`src/rtl/sha_256_stream_core_if.sv`:
```
// sha_256_stream_core_if: block input and digest output handshakes of the SHA-256 stream core
interface sha_256_stream_core_if;
  logic [511:0] input_data;
  logic input_valid;
  logic input_first;
  logic input_last;
  logic mode_224;
  logic input_ready;
  logic [255:0] output_hash;
  logic output_valid;
  logic output_ready;
  modport master (
    output input_data, input_valid, input_first, input_last, mode_224, output_ready,
    input input_ready, output_hash, output_valid
  );
  modport slave (
    input input_data, input_valid, input_first, input_last, mode_224, output_ready,
    output input_ready, output_hash, output_valid
  );
endinterface

```
`src/rtl/sha_256_stream_core.sv`:
```
// sha_256_stream_core: multi-block SHA-256/SHA-224 compression engine with chained hash state
module sha_256_stream_core #(
  parameter int ROUNDS_PER_CYCLE = 1,
  parameter bit ENABLE_SHA224 = 1
) (
  input logic clk,
  input logic rst,
  input logic ena,
  sha_256_stream_core_if.slave bus
);
  localparam int R = ROUNDS_PER_CYCLE;
  localparam logic [255:0] IV256 = 256'h6a09e667_bb67ae85_3c6ef372_a54ff53a_510e527f_9b05688c_1f83d9ab_5be0cd19;
  localparam logic [255:0] IV224 = 256'hc1059ed8_367cd507_3070dd17_f70e5939_ffc00b31_68581511_64f98fa7_befa4fa4;
  localparam logic [31:0] K [64] = '{
    32'h428a2f98, 32'h71374491, 32'hb5c0fbcf, 32'he9b5dba5, 32'h3956c25b, 32'h59f111f1, 32'h923f82a4, 32'hab1c5ed5,
    32'hd807aa98, 32'h12835b01, 32'h243185be, 32'h550c7dc3, 32'h72be5d74, 32'h80deb1fe, 32'h9bdc06a7, 32'hc19bf174,
    32'he49b69c1, 32'hefbe4786, 32'h0fc19dc6, 32'h240ca1cc, 32'h2de92c6f, 32'h4a7484aa, 32'h5cb0a9dc, 32'h76f988da,
    32'h983e5152, 32'ha831c66d, 32'hb00327c8, 32'hbf597fc7, 32'hc6e00bf3, 32'hd5a79147, 32'h06ca6351, 32'h14292967,
    32'h27b70a85, 32'h2e1b2138, 32'h4d2c6dfc, 32'h53380d13, 32'h650a7354, 32'h766a0abb, 32'h81c2c92e, 32'h92722c85,
    32'ha2bfe8a1, 32'ha81a664b, 32'hc24b8b70, 32'hc76c51a3, 32'hd192e819, 32'hd6990624, 32'hf40e3585, 32'h106aa070,
    32'h19a4c116, 32'h1e376c08, 32'h2748774c, 32'h34b0bcb5, 32'h391c0cb3, 32'h4ed8aa4a, 32'h5b9cca4f, 32'h682e6ff3,
    32'h748f82ee, 32'h78a5636f, 32'h84c87814, 32'h8cc70208, 32'h90befffa, 32'ha4506ceb, 32'hbef9a3f7, 32'hc67178f2
  };
  typedef enum logic [1:0] {S_IDLE, S_ROUNDS, S_FINAL, S_OUTPUT} state_t;
  state_t state, nxt;
  logic [0:7][31:0] h, v, nv;
  logic [0:15][31:0] w, nw;
  logic [5:0] cnt;
  logic last_q, mode_q, accept, m224;
  logic [255:0] iv;
  if (R != 1 && R != 2 && R != 4) begin : g_bad_rounds
    $error("ROUNDS_PER_CYCLE must be 1, 2 or 4");
  end
  function automatic logic [31:0] ror(input logic [31:0] x, input int n);
    return (x >> n) | (x << (32 - n));
  endfunction
  function automatic logic [0:7][31:0] rnd(input logic [0:7][31:0] s, input logic [31:0] k, input logic [31:0] wt);
    logic [31:0] t1, t2;
    t1 = s[7] + (ror(s[4], 6) ^ ror(s[4], 11) ^ ror(s[4], 25)) + ((s[4] & s[5]) ^ (~s[4] & s[6])) + k + wt;
    t2 = (ror(s[0], 2) ^ ror(s[0], 13) ^ ror(s[0], 22)) + ((s[0] & s[1]) ^ (s[0] & s[2]) ^ (s[1] & s[2]));
    return {t1 + t2, s[0], s[1], s[2], s[3] + t1, s[4], s[5], s[6]};
  endfunction
  // Window always holds W[t..t+15]; the word pushed in is W[t+16].
  function automatic logic [0:15][31:0] shift(input logic [0:15][31:0] x);
    return {x[1:15], (ror(x[14], 17) ^ ror(x[14], 19) ^ (x[14] >> 10)) + x[9]
                   + (ror(x[1], 7) ^ ror(x[1], 18) ^ (x[1] >> 3)) + x[0]};
  endfunction
  assign m224 = ENABLE_SHA224 && bus.mode_224;
  assign iv = m224 ? IV224 : IV256;
  assign bus.input_ready = ena && state == S_IDLE;
  assign accept = bus.input_valid && bus.input_ready;
  assign bus.output_valid = state == S_OUTPUT;
  assign bus.output_hash = mode_q ? {h[0:6], 32'h0} : h;
  always_comb begin
    nv = v;
    nw = w;
    for (int j = 0; j < R; j++) begin
      nv = rnd(nv, K[cnt + 6'(j)], nw[0]);
      nw = shift(nw);
    end
  end
  always_comb begin
    nxt = state;
    case (state)
      S_IDLE:   nxt = bus.input_valid ? S_ROUNDS : S_IDLE;
      S_ROUNDS: nxt = cnt == 6'(64 - R) ? S_FINAL : S_ROUNDS;
      S_FINAL:  nxt = last_q ? S_OUTPUT : S_IDLE;
      default:  nxt = bus.output_ready ? S_IDLE : S_OUTPUT;
    endcase
  end
  always_ff @(posedge clk) begin
    if (rst) state <= S_IDLE;
    else if (ena) state <= nxt;
  end
  always_ff @(posedge clk) begin
    if (rst) begin
      h <= IV256;
      cnt <= '0;
      mode_q <= 1'b0;
      last_q <= 1'b0;
    end else if (ena) begin
      if (accept) begin
        if (bus.input_first) begin
          h <= iv;
          mode_q <= m224;
        end
        v <= bus.input_first ? iv : h;
        w <= bus.input_data;
        cnt <= '0;
        last_q <= bus.input_last;
      end else if (state == S_ROUNDS) begin
        v <= nv;
        w <= nw;
        cnt <= cnt + 6'(R);
      end else if (state == S_FINAL) begin
        for (int i = 0; i < 8; i++) h[i] <= h[i] + v[i];
      end
    end
  end
endmodule

```
`src/flat_wrapper.sv`:
```
// flat-port wrapper written by rule: the top's interface ports become plain ports
module sha_256_stream_core_flat 
#(
  parameter int ROUNDS_PER_CYCLE = 1,
  parameter bit ENABLE_SHA224 = 1
)
  (clk, rst, ena, bus_input_data, bus_input_valid, bus_input_first, bus_input_last, bus_mode_224, bus_output_ready, bus_input_ready, bus_output_hash, bus_output_valid);
  sha_256_stream_core_if bus_i ();
  input logic clk;
  input logic rst;
  input logic ena;
  input wire logic [$bits(bus_i.input_data)-1:0] bus_input_data;
  input wire logic [$bits(bus_i.input_valid)-1:0] bus_input_valid;
  input wire logic [$bits(bus_i.input_first)-1:0] bus_input_first;
  input wire logic [$bits(bus_i.input_last)-1:0] bus_input_last;
  input wire logic [$bits(bus_i.mode_224)-1:0] bus_mode_224;
  input wire logic [$bits(bus_i.output_ready)-1:0] bus_output_ready;
  output wire logic [$bits(bus_i.input_ready)-1:0] bus_input_ready;
  output wire logic [$bits(bus_i.output_hash)-1:0] bus_output_hash;
  output wire logic [$bits(bus_i.output_valid)-1:0] bus_output_valid;
  assign bus_i.input_data = bus_input_data;
  assign bus_i.input_valid = bus_input_valid;
  assign bus_i.input_first = bus_input_first;
  assign bus_i.input_last = bus_input_last;
  assign bus_i.mode_224 = bus_mode_224;
  assign bus_i.output_ready = bus_output_ready;
  assign bus_input_ready = bus_i.input_ready;
  assign bus_output_hash = bus_i.output_hash;
  assign bus_output_valid = bus_i.output_valid;
  sha_256_stream_core #(.ROUNDS_PER_CYCLE(ROUNDS_PER_CYCLE), .ENABLE_SHA224(ENABLE_SHA224)) u_core (.clk(clk), .rst(rst), .ena(ena), .bus(bus_i));
endmodule
```
`config.mk`:
```
export PLATFORM = sky130hd
export DESIGN_NAME = sha_256_stream_core_flat
export DESIGN_NICKNAME = d
export VERILOG_FILES = /design/src/rtl/sha_256_stream_core_if.sv /design/src/rtl/sha_256_stream_core.sv /design/src/flat_wrapper.sv
export SDC_FILE = /design/constraint.sdc
export NUM_CORES = 2
export LEC_CHECK = 0
export CORE_MARGIN = 2
export CORE_UTILIZATION = 50
export DETAILED_ROUTE_END_ITERATION = 12
export GPL_TIMING_DRIVEN = 0
export PLACE_DENSITY = 0.77
export SETUP_SLACK_MARGIN = 0.1
export SLEW_MARGIN = 10
export SYNTH_ARGS = -nofsm -noshare
export SYNTH_HDL_FRONTEND = slang
export SYNTH_SLANG_ARGS = --single-unit
```
`constraint.sdc`:
```
create_clock -name clk -period 130 [get_ports clk]
set_input_delay 26 -clock clk [delete_from_list [all_inputs] [get_ports clk]]
set_output_delay 26 -clock clk [all_outputs]
set_load 0.02 [all_outputs]
```
# [Word level (Yosys, flattened, before mapping)]
# Memories as Yosys holds them, arrays and structs flattened.
# Index checks and enable logic that the tools add are counted.
[op_classes] n_bitwise=29 order_cmp=1 muxes=19 reduce_logical=10 add_sub_neg=19 n_eq_ne=5
[op_table] operator="$mux 256" count=7
[op_table] operator="$mux 512" count=2
[op_table] operator="$add 32x32->32" count=18
[op_table] operator="$xor 32x32->32" count=9
[op_table] operator="$and 32x32->32" count=5
[op_table] operator="$mux 32" count=3
[op_table] operator="$not 32->32" count=1
[op_table] operator="$or 10x32->32" count=1
[op_table] operator="$or 13x32->32" count=1
[op_table] operator="$or 14x32->32" count=1
[op_table] operator="$or 15x32->32" count=1
[op_table] operator="$or 19x32->32" count=1
[op_table] operator="$or 21x32->32" count=1
[op_table] operator="$or 25x32->32" count=1
[op_table] operator="$or 26x32->32" count=1
[op_table] operator="$or 30x32->32" count=1
[op_table] operator="$or 7x32->32" count=1
[op_table] operator="$xor 32x22->32" count=1
[op_table] operator="$xor 32x29->32" count=1
[op_table] operator="$mux 6" count=2
[op_table] operator="$reduce_and 3->1" count=3
[op_table] operator="$ge 7x7->1 const B" count=1
[op_table] operator="$not 6->7" count=1
[op_table] operator="$add 6x1->6 const B" count=1
[op_table] operator="other kinds (12)" count=18
[word_totals] n_memories=1 rom_bits=2048 output_inout_bits=258 ff_bits=1034 wordCells=120
[memory_table] memory="(no name shown)" depth=64 word_bits=32 rd=1 rd_clocked_by_memory_dff=0 write_ports=0 line_no="sha_256_stream_core.sv:58" text="nv = rnd(nv, K[cnt + 6'(j)], nw[0]);"

# [Logic depth before layout (Yosys ltp)]
[depth] ltp_word=10 ltp_mapped=41 depth_no_buf=39

# [Least setup slack after synthesis]
# No wires, ideal clock.
[synth_path] kind="in2reg" from="in rst" to="reg u_core.v, in the netlist u_core.nv[0] (enable)" path_buffers=3 setup_slack_ns=69.680 path_stages=4 arrival_time_ns=58.399 setup_time_ns=1.920 t_required_ns=128.080 path_cell_list="clkbuf_1 > clkbuf_1 > clkbuf_1 > nor2_1"
[synth_via] elab_chain_cells=2
[synth_rtl] item="from (decl)" line_no="flat_wrapper.sv:10" text="input logic rst;"
[synth_rtl] item="$not 1->1 (no line)"
[synth_rtl] item="$reduce_and 3->1 (no line)"
[synth_rtl] item="to (signal assigned)" line_no="sha_256_stream_core.sv:87" text="v <= bus.input_first ? iv : h;"
[synth_rtl] item="to (signal assigned)" line_no="sha_256_stream_core.sv:92" text="v <= nv;"
[synth_rtl] item="to (decl)" line_no="sha_256_stream_core.sv:26" text="logic [0:7][31:0] h, v, nv;"
# No other way between the ends.
# A chain may end at the register's enable or synchronous reset.

# [Worst setup path after layout]
[layout_path] from="in ena" to="out bus_input_ready"
[layout_via] elab_chain_cells=1
[layout_rtl] item="from (decl)" line_no="flat_wrapper.sv:11" text="input logic ena;"
[layout_rtl] item="$logic_and 1x1->1" line_no="sha_256_stream_core.sv:50" text="assign bus.input_ready = ena && state == S_IDLE;"
[layout_rtl] item="to (decl)" line_no="flat_wrapper.sv:18" text="output wire logic [$bits(bus_i.input_ready)-1:0] bus_input_ready;"
# No other way between the ends.

==> flow_summary.json <==
{
  "worst_slew_pin_slew_ns": 1.57,
  "h-tree-depth": 3,
  "port_buffers": 777,
  "nNetsFinal": 10023,
  "fin_skew_ns": 0.0679,
  "critPathArrivalTime_ns": 27.85,
  "fin_tns_setup_ns": 0,
  "slew_headroom_pct": -4.84,
  "vias": 70690,
  "die_x_um": 381,
  "ys_seq_area_share_pct": 40.0,
  "crit_cells": 4,
  "setup_viol": 0,
  "numCtsBuffers": 115,
  "synth_warnings": 0,
  "cts_tree": "built",
  "ys.flop_type": "edfxtp_1",
  "antenna_found_initial": 62,
  "final_common_cell": "nand2_1",
  "syn_area_um2": 71000,
  "grt_pass1_wl_mm": 497,
  "wire_per_inst_um": 33.4,
  "grt_setup_unrepaired": "false",
  "detail_route.drc_violations": 0,
  "syn_to_final_growth_pct": 21.6,
  "routabilityCongestion": 1.10,
  "timing.rr.start": "u_core.cnt[0]$_SDFFE_PP0P_",
  "syn_area_per_cell_um2": 8.90,
  "cts_sinks": 1034,
  "drv_slew": 32,
  "clkTransAtPathRegs_ns": 0.07,
  "io_pins": 778,
  "synth_fp_nets": 9093,
  "period_minus_slack_ns": 53.85,
  "min-delay-start": "u_core.h[159]$_SDFFE_PP1P_",
  "path_buf_inv": 2,
  "drive_above_1_share_pct": 6.50,
  "synth_cells": 7985,
  "path_cells": "clkdlybuf4s50_1, nand2b_1, nor2_1, clkdlybuf4s50_1",
  "violations": "max-capacitance violations, max-slew violations",
  "min_period_over_period_pct": 41.4,
  "synth.area.top_cells": "edfxtp_1, nand2_1, dfxtp_1, ha_1, fa_1",
  "post_cts_resized": 0,
  "cp_max_fo": 6,
  "whs_ns": 0.501,
  "dr.pass1.iters": 9,
  "core-area_um2": 141000,
  "dpl.hpwl_mm": 288,
  "cap_viol_max_count": 4,
  "clock_path_buffers": 3,
  "dieArea_um2": 145000,
  "drtIter0Drc": 11358,
  "reg2reg_to": "u_core.nv[223]$_DFFE_PP_",
  "required_ns": 104.00,
  "synth-seq-cells": 1034,
  "yosysTopAreaCellShare_pct": 32.5,
  "clk_latency_ns": 0.82,
  "fmax_ghz": 0.0186,
  "hold_path_class": "reg -> reg",
  "final_cell_mix": "nand2_1, clkdlybuf4s50_1, edfxtp_1",
  "min_to": "u_core.h[159]$_SDFFE_PP1P_",
  "vias_per_cell": 6.44,
  "worst_path_dominant_cell_family": "buffers and inverters",
  "start_util_pct": 50.3,
  "grt_pass1_vias": 65789,
  "wl_mm": 366,
  "cts_hold_buffers": 0,
  "cpPeakStageDelay_ns": 0.70,
  "grt_max_degree": 34,
  "worst_setup_path_start_kind": "input port",
  "async_flop_share_pct": 0,
  "finalHoldViolCount": 0,
  "yosysTopAreaCell": "edfxtp_1",
  "track_usage_pct": 48.8,
  "timing.reg2reg.worst_path_depth": 37,
  "clock-root-buffer": "clkbuf_16",
  "end_kind": "primary output",
  "whs_path_depth": 2,
  "rrSetupSlack_ns": 117.03,
  "cp_common_cell": "clkdlybuf4s50_1",
  "synth_edf_count": 768,
  "die_h_um": 381,
  "grt_overflow": 0,
  "synth_cell_types": 98,
  "num_rows": 138,
  "cpMaxStageDelayCell": "clkdlybuf4s50_1",
  "post_cts_buffers": 0,
  "outcome": "complete, but fails checks",
  "worstSetupPathType": "in -> out",
  "ant_nets": 0
}
## per-stage QoR
| stage | instances | utilization, % | setup slack (ns) | instance area, um2 |
|---|---|---|---|---|
| 6_report | 10972 | 61.2 | 76.15 | 86400 |
| 5_1_grt | 10937 | 61.1 | 76.15 | 86300 |
| 4_1_cts | 10903 | 61.0 | 76.17 | 86200 |
| 3_5_place_dp | 10685 | 58.1 | 76.18 | 82000 |
| 3_3_place_gp | 10652 | 57.5 | 52.83 | 81200 |
| 2_1_floorplan | 7985 | - | 69.68 | 71000 |
## routing by layer
| layer | routed length (um) | global-route usage [%] |
|---|---|---|
| met4 | 35100 | 38.5 |
| met2 | 149000 | 68.8 |
| met5 | 437 | 0.728 |
| met3 | 54500 | 19.2 |
| met1 | 127000 | 59.2 |
## worst max-delay path by stage
stage          start  slack [ns]                        to
3_3_place_gp     rst       52.83  u_core.nw[129]$_DFFE_PP_
2_1_floorplan    rst       69.68    u_core.nv[0]$_DFFE_PP_
6_report         ena       76.15           bus_input_ready
3_5_place_dp     ena       76.18           bus_input_ready
5_1_grt          ena       76.15           bus_input_ready
4_1_cts          ena       76.17           bus_input_ready
## area by class of cell
cell class	count	area [um2]
Clock inverter	73	1020
Multi-Input combinational cell	6022	38500
Timing Repair Buffer	813	8530
Inverter	269	1010
Clock buffer	145	3110
Antenna cell	66	165
Buffer	660	3360
Sequential cell	1034	28400
Tap cell	1890	2360
Fill cell	12278	54800
## cells by family (layout without fill, tap and decap cells)
family,after synthesis,after routing,share of synthesized area (%)
AND/OR/NAND/NOR,2926,2926,17.2
AO/OA/AOI/OAI,1870,1870,16.3
flip-flops,1034,1034,40.0
buffers and inverters,929,1960,6.09
adder cells (fa/ha/maj),610,610,12.7
XOR/XNOR,570,570,7.03
multiplexers,46,46,0.738
other,0,66,0
## tightest hold or removal path, cell delays in order (launching register included)
cell	delay, ns
dfxtp_1	0.34
o31ai_1	0.07
nand2_1	0.05
## registers in the layout (all words and copies together) (netlist names)
signal	flops
u_core.cnt	6
u_core.h	256
u_core.last_q	1
u_core.mode_q	1
u_core.nv	192
u_core.nw	480
u_core.state	2
u_core.v	64
u_core.w	32
## cells in the mapped netlist, types with 35 or more instances
master,n
o21a_1,51
a21o_1,170
edfxtp_1,768
nand2b_1,54
nand2_1,2042
o21bai_1,39
o21ai_0,499
nor3_1,103
o211ai_1,44
dfxtp_1,266
clkbuf_1,404
a211oi_1,78
buf_4,224
a31oi_1,66
nand3_1,145
and3_1,35
nor2b_1,87
nor2_1,314
xor2_1,166
ha_1,393
inv_1,266
fa_1,195
xnor2_1,404
a21oi_1,605
Power is not shown: default switching activity piles up to over one toggle a cycle in this logic, so the estimate is an artifact.
